$ cat src/rtl/alu_pkg.sv
// Shared definitions for the registered ALU: opcode encoding and default width.
package alu_pkg;

  localparam int WIDTH_DEF = 8;

  typedef enum logic [2:0] {
    OP_ADD = 3'b000,
    OP_SUB = 3'b001,
    OP_AND = 3'b010,
    OP_OR  = 3'b011,
    OP_XOR = 3'b100,
    OP_NOT = 3'b101,
    OP_SHL = 3'b110,
    OP_SHR = 3'b111
  } op_e;

endpackage

$ cat src/rtl/alu8_if.sv
// Operand/result bundle between the datapath issue stage (master) and the ALU (slave).
interface alu8_if #(
  parameter int WIDTH = alu_pkg::WIDTH_DEF
);

  logic             in_valid;
  logic [WIDTH-1:0] a;
  logic [WIDTH-1:0] b;
  logic [2:0]       op_code;
  logic             out_valid;
  logic [WIDTH-1:0] result;
  logic             zero;
  logic             carry;
  logic             overflow;

  modport master (
    output in_valid, a, b, op_code,
    input  out_valid, result, zero, carry, overflow
  );

  modport slave (
    input  in_valid, a, b, op_code,
    output out_valid, result, zero, carry, overflow
  );

endinterface

$ cat src/rtl/alu_addsub.sv
// Combinational WIDTH-bit adder/subtractor: a + (b ^ {WIDTH{sub}}) + sub.
// o_carry is the carry-out for add and the borrow (a < b unsigned) for subtract.
module alu_addsub #(
  parameter int WIDTH = alu_pkg::WIDTH_DEF
) (
  input  logic [WIDTH-1:0] i_a,
  input  logic [WIDTH-1:0] i_b,
  input  logic             i_sub,
  output logic [WIDTH-1:0] o_sum,
  output logic             o_carry,
  output logic             o_overflow
);

  logic [WIDTH-1:0] w_b_eff;
  logic [WIDTH:0]   w_full;

  assign w_b_eff = i_b ^ {WIDTH{i_sub}};
  assign w_full  = {1'b0, i_a} + {1'b0, w_b_eff} + {{WIDTH{1'b0}}, i_sub};
  assign o_sum   = w_full[WIDTH-1:0];

  // Raw carry-out of a + ~b + 1 is 1 when no borrow occurred, so invert it for subtract.
  assign o_carry = w_full[WIDTH] ^ i_sub;

  // Signed overflow: both adder inputs share a sign and the sum's sign differs.
  // With the inverted b this covers subtract's "signs differ" rule as well.
  assign o_overflow = (i_a[WIDTH-1] == w_b_eff[WIDTH-1]) &&
                      (o_sum[WIDTH-1] != i_a[WIDTH-1]);

endmodule

$ cat src/rtl/alu8.sv
// Registered ALU: result and zero/carry/overflow flags appear one clock after
// an accepted operation; all outputs always describe the same operation.
module alu8
  import alu_pkg::*;
#(
  parameter int WIDTH = WIDTH_DEF
) (
  input  logic   clk,
  input  logic   rst,
  alu8_if.slave  bus
);

  logic [WIDTH-1:0] w_sum;
  logic             w_as_carry;
  logic             w_as_overflow;
  logic             w_sub;
  logic [WIDTH-1:0] w_result;
  logic             w_carry;
  logic             w_overflow;
  op_e              w_op;

  logic             r_out_valid;
  logic [WIDTH-1:0] r_result;
  logic             r_zero;
  logic             r_carry;
  logic             r_overflow;

  assign w_op  = op_e'(bus.op_code);
  assign w_sub = (w_op == OP_SUB);

  alu_addsub #(.WIDTH(WIDTH)) u_addsub (
    .i_a        (bus.a),
    .i_b        (bus.b),
    .i_sub      (w_sub),
    .o_sum      (w_sum),
    .o_carry    (w_as_carry),
    .o_overflow (w_as_overflow)
  );

  // Select the result and flags of the current opcode.
  always_comb begin
    // NOTE: every output gets a default first so no path leaves it unassigned (no latch).
    w_result   = w_sum;
    w_carry    = 1'b0;
    w_overflow = 1'b0;
    unique case (w_op)
      OP_ADD, OP_SUB: begin
        w_result   = w_sum;
        w_carry    = w_as_carry;
        w_overflow = w_as_overflow;
      end
      OP_AND: w_result = bus.a & bus.b;
      OP_OR:  w_result = bus.a | bus.b;
      OP_XOR: w_result = bus.a ^ bus.b;
      OP_NOT: w_result = ~bus.a;
      OP_SHL: begin
        w_result = {bus.a[WIDTH-2:0], 1'b0};
        w_carry  = bus.a[WIDTH-1];
      end
      OP_SHR: begin
        w_result = {1'b0, bus.a[WIDTH-1:1]};
        w_carry  = bus.a[0];
      end
      default: ;
    endcase
  end

  // Output registers: reset wins, accepted ops load everything, idle holds data.
  always_ff @(posedge clk) begin
    // NOTE: non-blocking assignments so every register samples pre-edge values.
    if (rst) begin
      r_out_valid <= 1'b0;
      r_result    <= '0;
      r_zero      <= 1'b1;
      r_carry     <= 1'b0;
      r_overflow  <= 1'b0;
    end else if (bus.in_valid) begin
      r_out_valid <= 1'b1;
      r_result    <= w_result;
      r_zero      <= (w_result == '0);
      r_carry     <= w_carry;
      r_overflow  <= w_overflow;
    end else begin
      r_out_valid <= 1'b0;
    end
  end

  assign bus.out_valid = r_out_valid;
  assign bus.result    = r_result;
  assign bus.zero      = r_zero;
  assign bus.carry     = r_carry;
  assign bus.overflow  = r_overflow;

endmodule

$ cat src/flat_wrapper.sv
// flat-port wrapper written by rule: the top's interface ports become plain ports
module alu8_flat import alu_pkg::*;
#(
  parameter int WIDTH = WIDTH_DEF
)
  (clk, rst, bus_in_valid, bus_a, bus_b, bus_op_code, bus_out_valid, bus_result, bus_zero, bus_carry, bus_overflow);
  alu8_if #(.WIDTH(WIDTH)) bus_i ();
  input  logic clk;
  input  logic rst;
  input wire logic [$bits(bus_i.in_valid)-1:0] bus_in_valid;
  input wire logic [$bits(bus_i.a)-1:0] bus_a;
  input wire logic [$bits(bus_i.b)-1:0] bus_b;
  input wire logic [$bits(bus_i.op_code)-1:0] bus_op_code;
  output wire logic [$bits(bus_i.out_valid)-1:0] bus_out_valid;
  output wire logic [$bits(bus_i.result)-1:0] bus_result;
  output wire logic [$bits(bus_i.zero)-1:0] bus_zero;
  output wire logic [$bits(bus_i.carry)-1:0] bus_carry;
  output wire logic [$bits(bus_i.overflow)-1:0] bus_overflow;
  assign bus_i.in_valid = bus_in_valid;
  assign bus_i.a = bus_a;
  assign bus_i.b = bus_b;
  assign bus_i.op_code = bus_op_code;
  assign bus_out_valid = bus_i.out_valid;
  assign bus_result = bus_i.result;
  assign bus_zero = bus_i.zero;
  assign bus_carry = bus_i.carry;
  assign bus_overflow = bus_i.overflow;
  alu8 #(.WIDTH(WIDTH)) u_core (.clk(clk), .rst(rst), .bus(bus_i));
endmodule
$ cat config.mk
export PLATFORM = sky130hd
export DESIGN_NAME = alu8_flat
export DESIGN_NICKNAME = d
export VERILOG_FILES = /design/src/rtl/alu_pkg.sv /design/src/rtl/alu8_if.sv /design/src/rtl/alu_addsub.sv /design/src/rtl/alu8.sv /design/src/flat_wrapper.sv
export SDC_FILE = /design/constraint.sdc
export NUM_CORES = 1
export LEC_CHECK = 0
export CORE_ASPECT_RATIO = 0.7
export CORE_MARGIN = 1.5
export CORE_UTILIZATION = 52
export DETAILED_ROUTE_END_ITERATION = 12
export PLACE_DENSITY = 0.78
export SLEW_MARGIN = 20
export SYNTH_ARGS = -nofsm -noshare
export SYNTH_HDL_FRONTEND = slang
export SYNTH_SLANG_ARGS = --single-unit
$ cat constraint.sdc
create_clock -name clk -period 3.5 [get_ports clk]
set_input_delay 0.7 -clock clk [delete_from_list [all_inputs] [get_ports clk]]
set_output_delay 0.7 -clock clk [all_outputs]
set_load 0.1 [all_outputs]
### Word-level counts from Yosys, hierarchy flattened

Index checks and enable logic that the tools add are counted.

* bits of input ports: 22
* register bits after elaboration: 12

* mux-type cells: 4
* bitwise gates (word level): 6
* add/subtract/negate cells: 2
* reductions and logical operators: 4
* equality and inequality tests: 9

Operators with widths (count)
* 8-bit one-hot mux with 7 select lines: 1
* 8-bit XOR: 2
* 3-bit equality test, second input constant: 4
* 8-bit by 8-bit adder with 9-bit output: 1
* 9-bit by 1-bit adder with 9-bit output: 1
* 8-bit bitwise AND: 1
* 8-bit logical NOT: 1
* 8-bit inverter: 1
* 8-bit OR: 1
* 3-bit by 2-bit equality test with 1-bit output, second input constant: 2
* 3-bit by 1-bit equality test with 1-bit output, second input constant: 1
* 3-bit logical NOT: 1
* 1-bit one-hot mux with 3 select lines: 1
* 1-bit 2-to-1 mux: 2
* 2-bit OR reduction: 1
* 1-bit equality test: 1
* 1-bit logical AND: 1
* 1-bit != test: 1
* 1-bit XOR: 1

### Depth between registers and ports, before layout

Gate-level depths: netlist of the first run.

* depth after elaboration: 7
* mapped depth: 11
* mapped depth without buffers: 9

### Cells and area by module

Synthesis of the first run repeated with hierarchy kept, for this count alone.

* cell total of the unflattened synthesis: 229
* area total of the unflattened synthesis: 1765.4 µm²

By module, submodules not included
* alu8: area each 1320.0 µm², cells an instance 170, times used 1
* alu_addsub: area each 445.4 µm², cells an instance 59, times used 1

### Worst setup path after synthesis of the first run

No wires, ideal clock.

* path kind: input -> register
* start point: input port bus_op_code[1]
* end point: register u_core.r_zero (netlist: u_core.bus.zero)
* slack: 296 ps
* setup time: 67 ps
* path buffers: 2
* data required time: 3433 ps
* data arrival time: 3137 ps
* cell stages on the path: 11
* cells stage by stage: clkbuf_2 > or3b_1 > buf_6 > xnor2_1 > ha_1 > a31oi_1 > o311ai_4 > and2_1 > mux2_4 > a211o_1 > o21ai_2

* longest elaborated chain between the ends: 6

Ends and longest elaborated chain
* from (decl): RTL line flat_wrapper.sv:13 `input wire logic [$bits(bus_i.op_code)-1:0] bus_op_code;`
* 3-bit by 1-bit equality test with 1-bit output: RTL line alu8.sv:29, alu8.sv:46
* 8-bit XOR: RTL line alu_addsub.sv:17 `assign w_b_eff = i_b ^ {WIDTH{i_sub}};`
* 8-bit by 8-bit adder with 9-bit output: RTL line alu_addsub.sv:18 `assign w_full = {1'b0, i_a} + {1'b0, w_b_eff} + {{WIDTH{1'b0}}, i_sub};`
* 9-bit by 1-bit adder with 9-bit output: RTL line alu_addsub.sv:18
* 8-bit one-hot mux with 7 select lines *: RTL line alu8.sv:46 `unique case (w_op)`
* 8-bit logical NOT *: RTL line alu8.sv:80 `r_zero <= (w_result == '0);`
* to (signal assigned): RTL line alu8.sv:80
* to (decl): RTL line alu8.sv:24 `logic r_zero;`

Mark *: on every way between the ends. The rest lies on a longest branch, timed or not.
A chain may end at the register's enable or synchronous reset.

### Worst setup path in the final report of the first run

* start point: input port bus_op_code[0]
* end point: register u_core.r_zero (netlist: u_core.bus.zero)

Same word-level chain as after synthesis.

==> impl_metrics.tcl, run 1 <==
set metrics [dict create \
    rows 17 \
    n_antenna_cell 0 \
    cts_made_buffers 3 \
    fin_skew_ns 0 \
    drive_above_1_share 0.125 \
    grt_use_total 0.251 \
    synth_fp_nets 265 \
    irDropWorstVdd_mv 0.213 \
    drv_slew 0 \
    path_clk_slew_ns 0.05 \
    synth_seq_cells 12 \
    via_per_inst 5.76 \
    cp_cell_sequence "clkdlybuf4s50_1, or3b_4, buf_4, xnor2_1, ha_1, a21oi_1, o21ai_0, a221o_1, a211oi_2, nand4b_1, o21ai_2" \
    clk_latency_ns 0.24 \
    ctsHoldBuffers 0 \
    path_class "in2reg" \
    area_growth_pct 31.0 \
    final_cells 301 \
    period_share 0.964 \
    worst_pin_slew_ns 0.994 \
    cp_slowest_cell "clkdlybuf4s50_1" \
    cts_tree "done" \
    clock-root-buffer "clkbuf_8" \
    syn_area_mm2 0.00168 \
    hpwl_mm 3.38 \
    antenna_found_initial 0 \
    hold_ws_ns 0.474 \
    slew_headroom 0.335 \
    drv_cap 0 \
    vias 1735 \
    post-place-ws_ns -0.168 \
    crit_fanout 7 \
    synth.distinct_cells 55 \
    synth_top_area_cell "ha_1" \
    fin_crit_ns 3.37 \
    ant_nets 0 \
    p_leak_nw 0.997 \
    grt_start_max_net_pins 28 \
    avgSynthCellArea_um2 7.71 \
    crit_buf_inv 2 \
    hold_class "reg2reg" \
    hold_viol_final 0 \
    grt_pass1_vias 1609 \
    clockBufferDepth 2 \
    fin_nets 312 \
    grt_pass1_wl_mm 7.30 \
    drc_errors 0 \
    fin_ws_ns 0.127 \
    overflow 0 \
    max_freq_mhz 296 \
    synth_edf_count 0 \
    rsz0062_at_grt "false" \
    seq_area_frac_synth 0.143 \
    ys_top_cells_by_area "ha_1, dfxtp_1, inv_1" \
    ioPinCount 34 \
    cp_top_family "compound AO/OA/AOI/OAI gates" \
    place.gp.congestion 0.972 \
    critPathArrivalTime_ns 3.55 \
    ys.flop_type "dfxtp_1" \
    dr.pass1.iters 4 \
    cpPeakStageDelay_ns 0.48 \
    die-area_mm2 0.00359 \
    wl_per_cell_um 14.7 \
    setup_viol 0 \
    endpoint_kind "flop" \
    critPathLaunchType "input pin" \
    async_flop_share 0 \
    die_w_um 71.0 \
    synth_top_area_frac 0.179 \
    place_inst 298 \
    routed_wl_mm 4.42 \
    cts_setup_buffers 0 \
    yosysWarningCount 0 \
    cts_htree_levels 1 \
    start_util 0.538 \
    first_iter_violations 133 \
    power_density_mw_per_mm2 298 \
    outcome "finished clean" \
    required_ns 3.67 \
    clock-sinks 12 \
    die_h_um 50.6 \
    netlist_instances 218 \
    core_mm2 0.00313 \
    port_buffers 33 \
]
## report_power, final
group          switching [W]  leakage, nW  total, W  internal (W)
Clock              0.0000455       0.0216  0.000121     0.0000754
Combinational       0.000228        0.876  0.000381      0.000153
Sequential        0.00000517       0.0995  0.000153      0.000148
## cells in the mapped netlist, drive strengths merged, types with 3 or more instances
cell and number:
nor3 8, dfxtp 12, inv 23, mux2i 8, nand2b 4, nor2 20, xnor2 9, and2 4
clkbuf 7, a21oi 14, nand2 13, or3 3, ha 24, nor4 3, buf 4, a211oi 7
o21ai 11
## state kept, by name, summed over array words and instances, names as in the netlist
signal                flops
u_core.bus.overflow       1
u_core.bus.out_valid      1
u_core.bus.zero           1
u_core.bus.carry          1
u_core.bus.result         8
## cell usage in the layout, fill, tap and decap left out, types with 2 or more instances in the layout
cell | Yosys | layout
a211o_1 | 2 | 2
a211oi_1 | 7 | 6
a21o_1 | 2 | 2
a21oi_1 | 14 | 14
a221oi_1 | 2 | 2
a2bb2oi_1 | 2 | 2
a32oi_1 | 2 | 2
and2_0 | 2 | 2
and2_1 | 2 | 2
buf_4 | 1 | 20
clkbuf_8 | 0 | 3
clkdlybuf4s50_1 | 0 | 33
dfxtp_1 | 12 | 12
ha_1 | 24 | 24
inv_1 | 23 | 23
mux2i_1 | 8 | 8
nand2_1 | 13 | 13
nand2b_1 | 4 | 4
nand3_1 | 2 | 2
nand3b_1 | 2 | 2
nor2_1 | 20 | 20
nor3_1 | 8 | 8
nor4_1 | 3 | 3
o211ai_1 | 2 | 2
o21ai_0 | 10 | 9
o22ai_1 | 2 | 2
or3_1 | 3 | 3
xnor2_1 | 9 | 9
## per-layer routing
metal / track usage / routed length (um)
met1: 0.377 / 2190
met2: 0.385 / 1850
met3: 0.0422 / 356
met4: 0.0346 / 24
met5: 0 / 0
## what timing repair did
item | CTS | global route
setup endpoints to repair | 0 | 4
hold endpoints to repair | 0 | 0
gates resized for setup | 0 | 5
## worst reg2reg max path, cell delays in order (launching register included)
cell	delay (ns)
dfxtp_1	0.31
and3_1	0.14
a211o_1	0.22
## logic make-up (layout without fill, tap and decap cells)
kind of cell	count (synthesis)	after routing	synth area share
and+or+nand+nor	66	66	0.194
AOI/OAI and AO/OA	60	60	0.260
buffers and inverters	35	80	0.0908
adders and majority gates	25	25	0.190
DFF	12	12	0.143
xor gates and xnor gates	10	10	0.0521
muxes	10	10	0.0699
## through the flow
stage	cell area, um2	TNS [ns]	utilization	power, W
2_1_floorplan	1680	0	-	0.000406
5_1_grt	2200	0	0.705	0.000698
6_report	2200	0	0.705	0.000656
3_3_place_gp	2150	-0.207	0.687	0.000524
3_5_place_dp	2150	-0.415	0.687	0.000528
4_1_cts	2190	0	0.700	0.000654
## worst paths after layout
path	from	endpoint	slack, ns	cells past startpoint
worst max-delay path	bus_op_code[0]	u_core.bus.zero	0.13	11
worst max register to register	u_core.bus.overflow	u_core.bus.overflow	2.72	2
worst min-delay path	u_core.bus.zero	u_core.bus.zero	0.47	2
worst min register to register	u_core.bus.zero	u_core.bus.zero	0.47	2
## area by class of cell
cell class                 instances  area, um2
inverter                          24       90.1
tap                               38       47.5
sequential                        12        240
timing repair buffer              53        480
fill                             259        923
multi-input combinational        171       1300
clock buffer                       3       41.3
Note: power is estimated with default switching activity, not from simulation.
==> inputs of run 2 (changes only) <==
Settings changed: ABC_AREA set to 1, CORE_UTILIZATION 52 to 53, PLACE_DENSITY 0.78 to 0.79.
==> run 2 against run 1 <==
Against the previous run:
- global-route usage rose by 1.1 points
- critical path depth up 3
- worst setup slack gained 0.46 ns
- hold slack got worse by 0.013 ns
- fmax rose by 16%
- non-clock buffer count fell by 17
- die area rose by 1.2%
- synthesized cell count grew 30%
- routed wire length up 5.8%
- critical endpoint is now u_core.bus.result[7]
- highest routed layer unchanged
==> impl_metrics.tcl, run 2 <==
set metrics [dict create \
    clk_latency_ns 0.24 \
    place.gp.congestion 0.950 \
    hpwl_mm 3.67 \
    ys_top_cells_by_area "ha_1, nand2_1, dfxtp_1" \
    cpPeakStageDelay_ns 0.51 \
    cts_setup_buffers 0 \
    avgSynthCellArea_um2 6.11 \
    synth_fp_nets 331 \
    final_cell_mix "nand2_1, nor2_1, inv_1" \
    critPathLaunchType "input pin" \
    cts_tree "done" \
    p_leak_nw 1.11 \
    async_flop_share 0 \
    synth_edf_count 0 \
    fin_crit_ns 2.92 \
    final_common_cell "nand2_1" \
    m1WireLength_mm 2.28 \
    finalPower_w 0.000612 \
    overflow 0 \
    wl_per_cell_um 13.2 \
    clock-sinks 12 \
    synth_common_cells "nand2_1, nor2_1, inv_1" \
    grt_start_max_net_pins 18 \
    outcome "finished clean" \
    rows 17 \
    max_freq_mhz 343 \
    n_antenna_cell 0 \
    port_buffers 33 \
    irDropWorstVdd_mv 0.247 \
    setup_viol 0 \
    antenna_found_initial 0 \
    clock-root-buffer "clkbuf_8" \
    fin_skew_ns 0 \
    dr.pass1.iters 4 \
    core_mm2 0.00313 \
    syn_area_mm2 0.00174 \
    ys.flop_type "dfxtp_1" \
    cp_cell_sequence "clkdlybuf4s50_1, inv_8, nand3_4, xor2_1, ha_1, a21oi_1, a21boi_0, nand2_2, nand2_1, nand3_1, nand2_1, nand2_1, nand2_1, inv_1" \
    final_util 0.681 \
    required_ns 3.64 \
    yosysWarningCount 0 \
    synth_seq_cells 12 \
    synth_top_area_frac 0.173 \
    hold_class "reg2reg" \
    grt_pass1_vias 1641 \
    hold_viol_final 0 \
    first_iter_violations 141 \
    path_clk_slew_ns 0.05 \
    drv_slew 0 \
    drc_errors 0 \
    crit_fanout 9 \
    synth_top_area_cell "ha_1" \
    critPathArrivalTime_ns 3.05 \
    cts_resized 0 \
    ant_nets 0 \
    drive_above_1_share 0.0820 \
    ioPinCount 34 \
    grt_pass1_wl_mm 7.64 \
    worst_pin_slew_ns 0.990 \
    seq_area_frac_synth 0.138 \
    top_layer "met4" \
    ctsHoldBuffers 0 \
    synth_most_common_cell "nand2_1" \
    netlist_instances 284 \
    vias 1944 \
    path_class "in2reg" \
    fin_nets 366 \
    rsz0062_at_grt "false" \
    wl_met2_mm 1.97 \
    drv_cap 0 \
    cp_slowest_cell "clkdlybuf4s50_1" \
    power_density_mw_per_mm2 287 \
    die-area_mm2 0.00363 \
    start_util 0.555 \
    largest_reg_flops 8 \
    clockBufferDepth 2 \
    reg2reg_slack_ns 2.79 \
    period_share 0.833 \
    grt_use_total 0.263 \
    cts_htree_levels 1 \
    tns_ns 0 \
    die_w_um 71.4 \
    die_h_um 50.9 \
    slew_headroom 0.338 \
    area_growth_pct 22.6 \
    synth.distinct_cells 31 \
    via_per_inst 5.48 \
    endpoint_kind "flop" \
    dr_wl_met3_um 410 \
    routed_wl_mm 4.67 \
    cts_made_buffers 3 \
    crit_top_cell "nand2_1" \
]
-- run 2: cell types whose count changed in the layout (fill, tap and decap cells not counted), sizes merged, moves of 8 or more --
cell	delta
buf	-17
nand2	+59
nand3	+30
xnor2	-9
inv	+20
nor2	+23
mux2i	-8
-- run 2: power by group --
| part | switching [W] | leakage (nW) | internal (W) |
|---|---|---|---|
| registers | 0.00000527 | 0.0993 | 0.000148 |
| clock network | 0.0000462 | 0.0216 | 0.0000755 |
| logic | 0.000227 | 0.987 | 0.000110 |
-- run 2: path summary, 6_finish.rpt --
path | from | endpoint | depth (start not counted)
max | bus_op_code[2] | u_core.bus.result[7] | 14
min reg2reg | u_core.bus.overflow | u_core.bus.overflow | 2
max reg2reg | u_core.bus.result[6] | u_core.bus.result[6] | 2
min | u_core.bus.overflow | u_core.bus.overflow | 2
-- run 2: final cells by class --
cell class,count,area (um2)
inverters,44,175
repair buffers,36,353
well taps,38,47.5
flip-flops and latches,12,240
fillers,280,998
multi-input cells,222,1270
clock buffers,3,41.3
-- run 2: through the flow --
step                hold slack [ns]  area [um2]  std cells  setup slack [ns]
floorplan                     0.889        1740        284              1.02
global placement              0.456        2090        352             0.380
detailed placement            0.461        2090        352             0.343
CTS                           0.467        2130        355             0.585
global route                  0.480        2130        355             0.354
finish                        0.461        2130        355             0.584
-- run 2: logic make-up after synthesis --
| family | after synthesis | share of synthesized area |
|---|---|---|
| and+or+nand+nor | 157 | 0.402 |
| buffers and inverters | 50 | 0.129 |
| AOI/OAI and AO/OA | 32 | 0.105 |
| adders and majority gates | 25 | 0.185 |
| DFF | 12 | 0.138 |
| xor gates and xnor gates | 8 | 0.0404 |
-- run 2: per-layer routing --
layer | vias to the layer above | track usage
met2 | 88 | 0.394
met4 | 0 | 0.00943
li1 | 982 | -
met5 | - | 0
met1 | 872 | 0.412
met3 | 2 | 0.0434
-- run 2: critical path, delay by kind of cell --
family          cells  cell delay, ns
compound gates      2            0.54
fa+ha+maj           1            0.35
xor+xnor            1            0.19
buf+inv             3            0.67
simple gates        7            0.60
==> inputs of run 3 (changes only) <==
Clock period 3.5 ns to 3 ns, I/O delays scaled along.
==> run 3 against run 2 <==
Against the previous run:
- global-route usage is 0.21 points lower
- clock skew stayed put
- hold slack better by 0.0073 ns
- via count is 2.2% lower
- worst setup slack worse by 0.37 ns
- first-iteration DRC count is 13% lower
- final cell count is 1.4% higher
- flip-flop and latch count stayed put
- routed wire length is 2.7% lower
- sequential share of layout area hardly changed
- critical path type unchanged
- critical endpoint unchanged
==> impl_metrics.tcl, run 3 (synthesis gave the netlist of run 2 again) <==
set metrics [dict create \
    port_buffers 33 \
    wl_per_cell_um 12.6 \
    critPathLaunchType "input pin" \
    endpoint_kind "flop" \
    grt_use_total 0.261 \
    p_leak_nw 1.15 \
    rsz0062_at_grt "false" \
    clk_latency_ns 0.24 \
    finalPower_w 0.000713 \
    path_clk_slew_ns 0.05 \
    die_w_um 71.4 \
    period_share 0.930 \
    core_mm2 0.00313 \
    drv_slew 0 \
    grt_pass1_wl_mm 7.49 \
    required_ns 3.14 \
    power_density_mw_per_mm2 334 \
    place_inst 357 \
    min-delay-start "u_core.bus.carry" \
    reg2reg_slack_ns 2.31 \
    tns_ns 0 \
    critPathArrivalTime_ns 2.93 \
    clockBufferDepth 2 \
    path_class "in2reg" \
    overflow 0 \
    routed_wl_mm 4.55 \
    worst_pin_slew_ns 0.428 \
    final_common_cell "nand2_1" \
    whs_endpoint "u_core.bus.carry" \
    cts_tree "done" \
    fin_crit_ns 2.79 \
    slew_headroom 0.714 \
    regToRegStartpoint "u_core.bus.result[2]" \
    antenna_found_initial 0 \
    ioPinCount 34 \
    drc_errors 0 \
    drv_cap 0 \
    grt_start_max_net_pins 18 \
    vias 1901 \
    rows 17 \
    cts_made_buffers 3 \
    crit_fanout 8 \
    final_cell_mix "nand2_1, nor2_1, inv_1" \
    final_cells 360 \
    cpPeakStageDelay_ns 0.53 \
    n_antenna_cell 0 \
    cts_setup_buffers 0 \
    hold_depth 2 \
    post-place-ws_ns -0.0113 \
    area_growth_pct 23.1 \
    setup_viol 0 \
    clock-root-buffer "clkbuf_8" \
    die-area_mm2 0.00363 \
    ctsHoldBuffers 0 \
    r2r_cells 4 \
    largest_reg_flops 8 \
    start_util 0.555 \
    cp_cell_sequence "clkdlybuf4s50_1, inv_8, nand3_4, xor2_1, ha_1, a21oi_1, a21boi_0, nand2_2, nand2_1, nand3_1, nand2_1, nand2_1, nand2_1, inv_1" \
    via_per_inst 5.28 \
    clock-sinks 12 \
    cp_slowest_cell "clkdlybuf4s50_1" \
    hold_ws_ns 0.469 \
    cts_resized 0 \
    max_freq_mhz 358 \
    dr.pass1.iters 5 \
    fin_nets 371 \
    cts_htree_levels 1 \
    outcome "finished clean" \
    crit_top_cell "nand2_1" \
    hpwl_mm 3.70 \
    drive_above_1_share 0.134 \
    first_iter_violations 123 \
    fin_skew_ns 0 \
    hold_viol_final 0 \
    fin_ws_ns 0.209 \
    place.gp.congestion 0.912 \
    irDropWorstVdd_mv 0.353 \
    grt_pass1_vias 1663 \
    hold_class "reg2reg" \
    die_h_um 50.9 \
    ant_nets 0 \
    r2r_end "u_core.bus.result[2]" \
]
==> run 3: cell count changes in the layout (fill, tap and decap cells not counted) <==
| cell | before | now |
|---|---|---|
| buf_4 | 3 | 20 |
| clkdlybuf4s50_1 | 33 | 21 |
==> run 3: power breakdown <==
part	internal, W	switching [W]	total, W	leakage (nW)
sequential	0.000172	0.00000619	0.000178	0.0993
clock	0.0000882	0.0000553	0.000143	0.0216
combinational	0.000128	0.000263	0.000391	1.03
total	0.000388	0.000324	0.000713	1.15
==> run 3: how the worst max path moves through the flow <==
stage	cells after the start	end	startpoint	slack (ns)
2_1_floorplan	14	u_core.bus.result[7]	bus_op_code[2]	0.62
3_3_place_gp	15	u_core.bus.result[7]	bus_op_code[2]	0.04
3_5_place_dp	14	u_core.bus.result[7]	bus_op_code[2]	-0.01
4_1_cts	14	u_core.bus.result[7]	bus_op_code[2]	0.23
5_1_grt	14	u_core.bus.result[7]	bus_op_code[2]	0.02
6_report	14	u_core.bus.result[7]	bus_op_code[2]	0.21
==> run 3: metrics by stage <==
| step | util | cell area [um2] |
|---|---|---|
| finish | 0.683 | 2140 |
| global route | 0.683 | 2140 |
| CTS | 0.683 | 2140 |
| detailed placement | 0.670 | 2090 |
| global placement | 0.670 | 2090 |
| floorplan | - | 1740 |
==> run 3: worst max-delay path, delay by kind of cell <==
family / cells / cell delay [ns]
buffers and inverters: 3 / 0.66
AO/OA/AOI/OAI: 2 / 0.55
AND/OR/NAND/NOR: 7 / 0.59
adder cells (fa/ha/maj): 1 / 0.34
XOR/XNOR: 1 / 0.18
==> run 3: layout make-up <==
type	instances	area, um2
tap	38	47.5
fill	290	991
inverter	44	175
clock buffer	3	41.3
timing repair buffer	41	360
sequential	12	240
multi-input combinational	222	1270
==> run 3: per-layer routing <==
metal / GRT usage / part of all wire / vias to the layer above
li1: - / - / 995
met1: 0.391 / 0.49 / 816
met2: 0.397 / 0.41 / 86
met3: 0.0533 / 0.095 / 4
met4: 0.0283 / 0.0075 / 0
met5: 0 / 0 / -
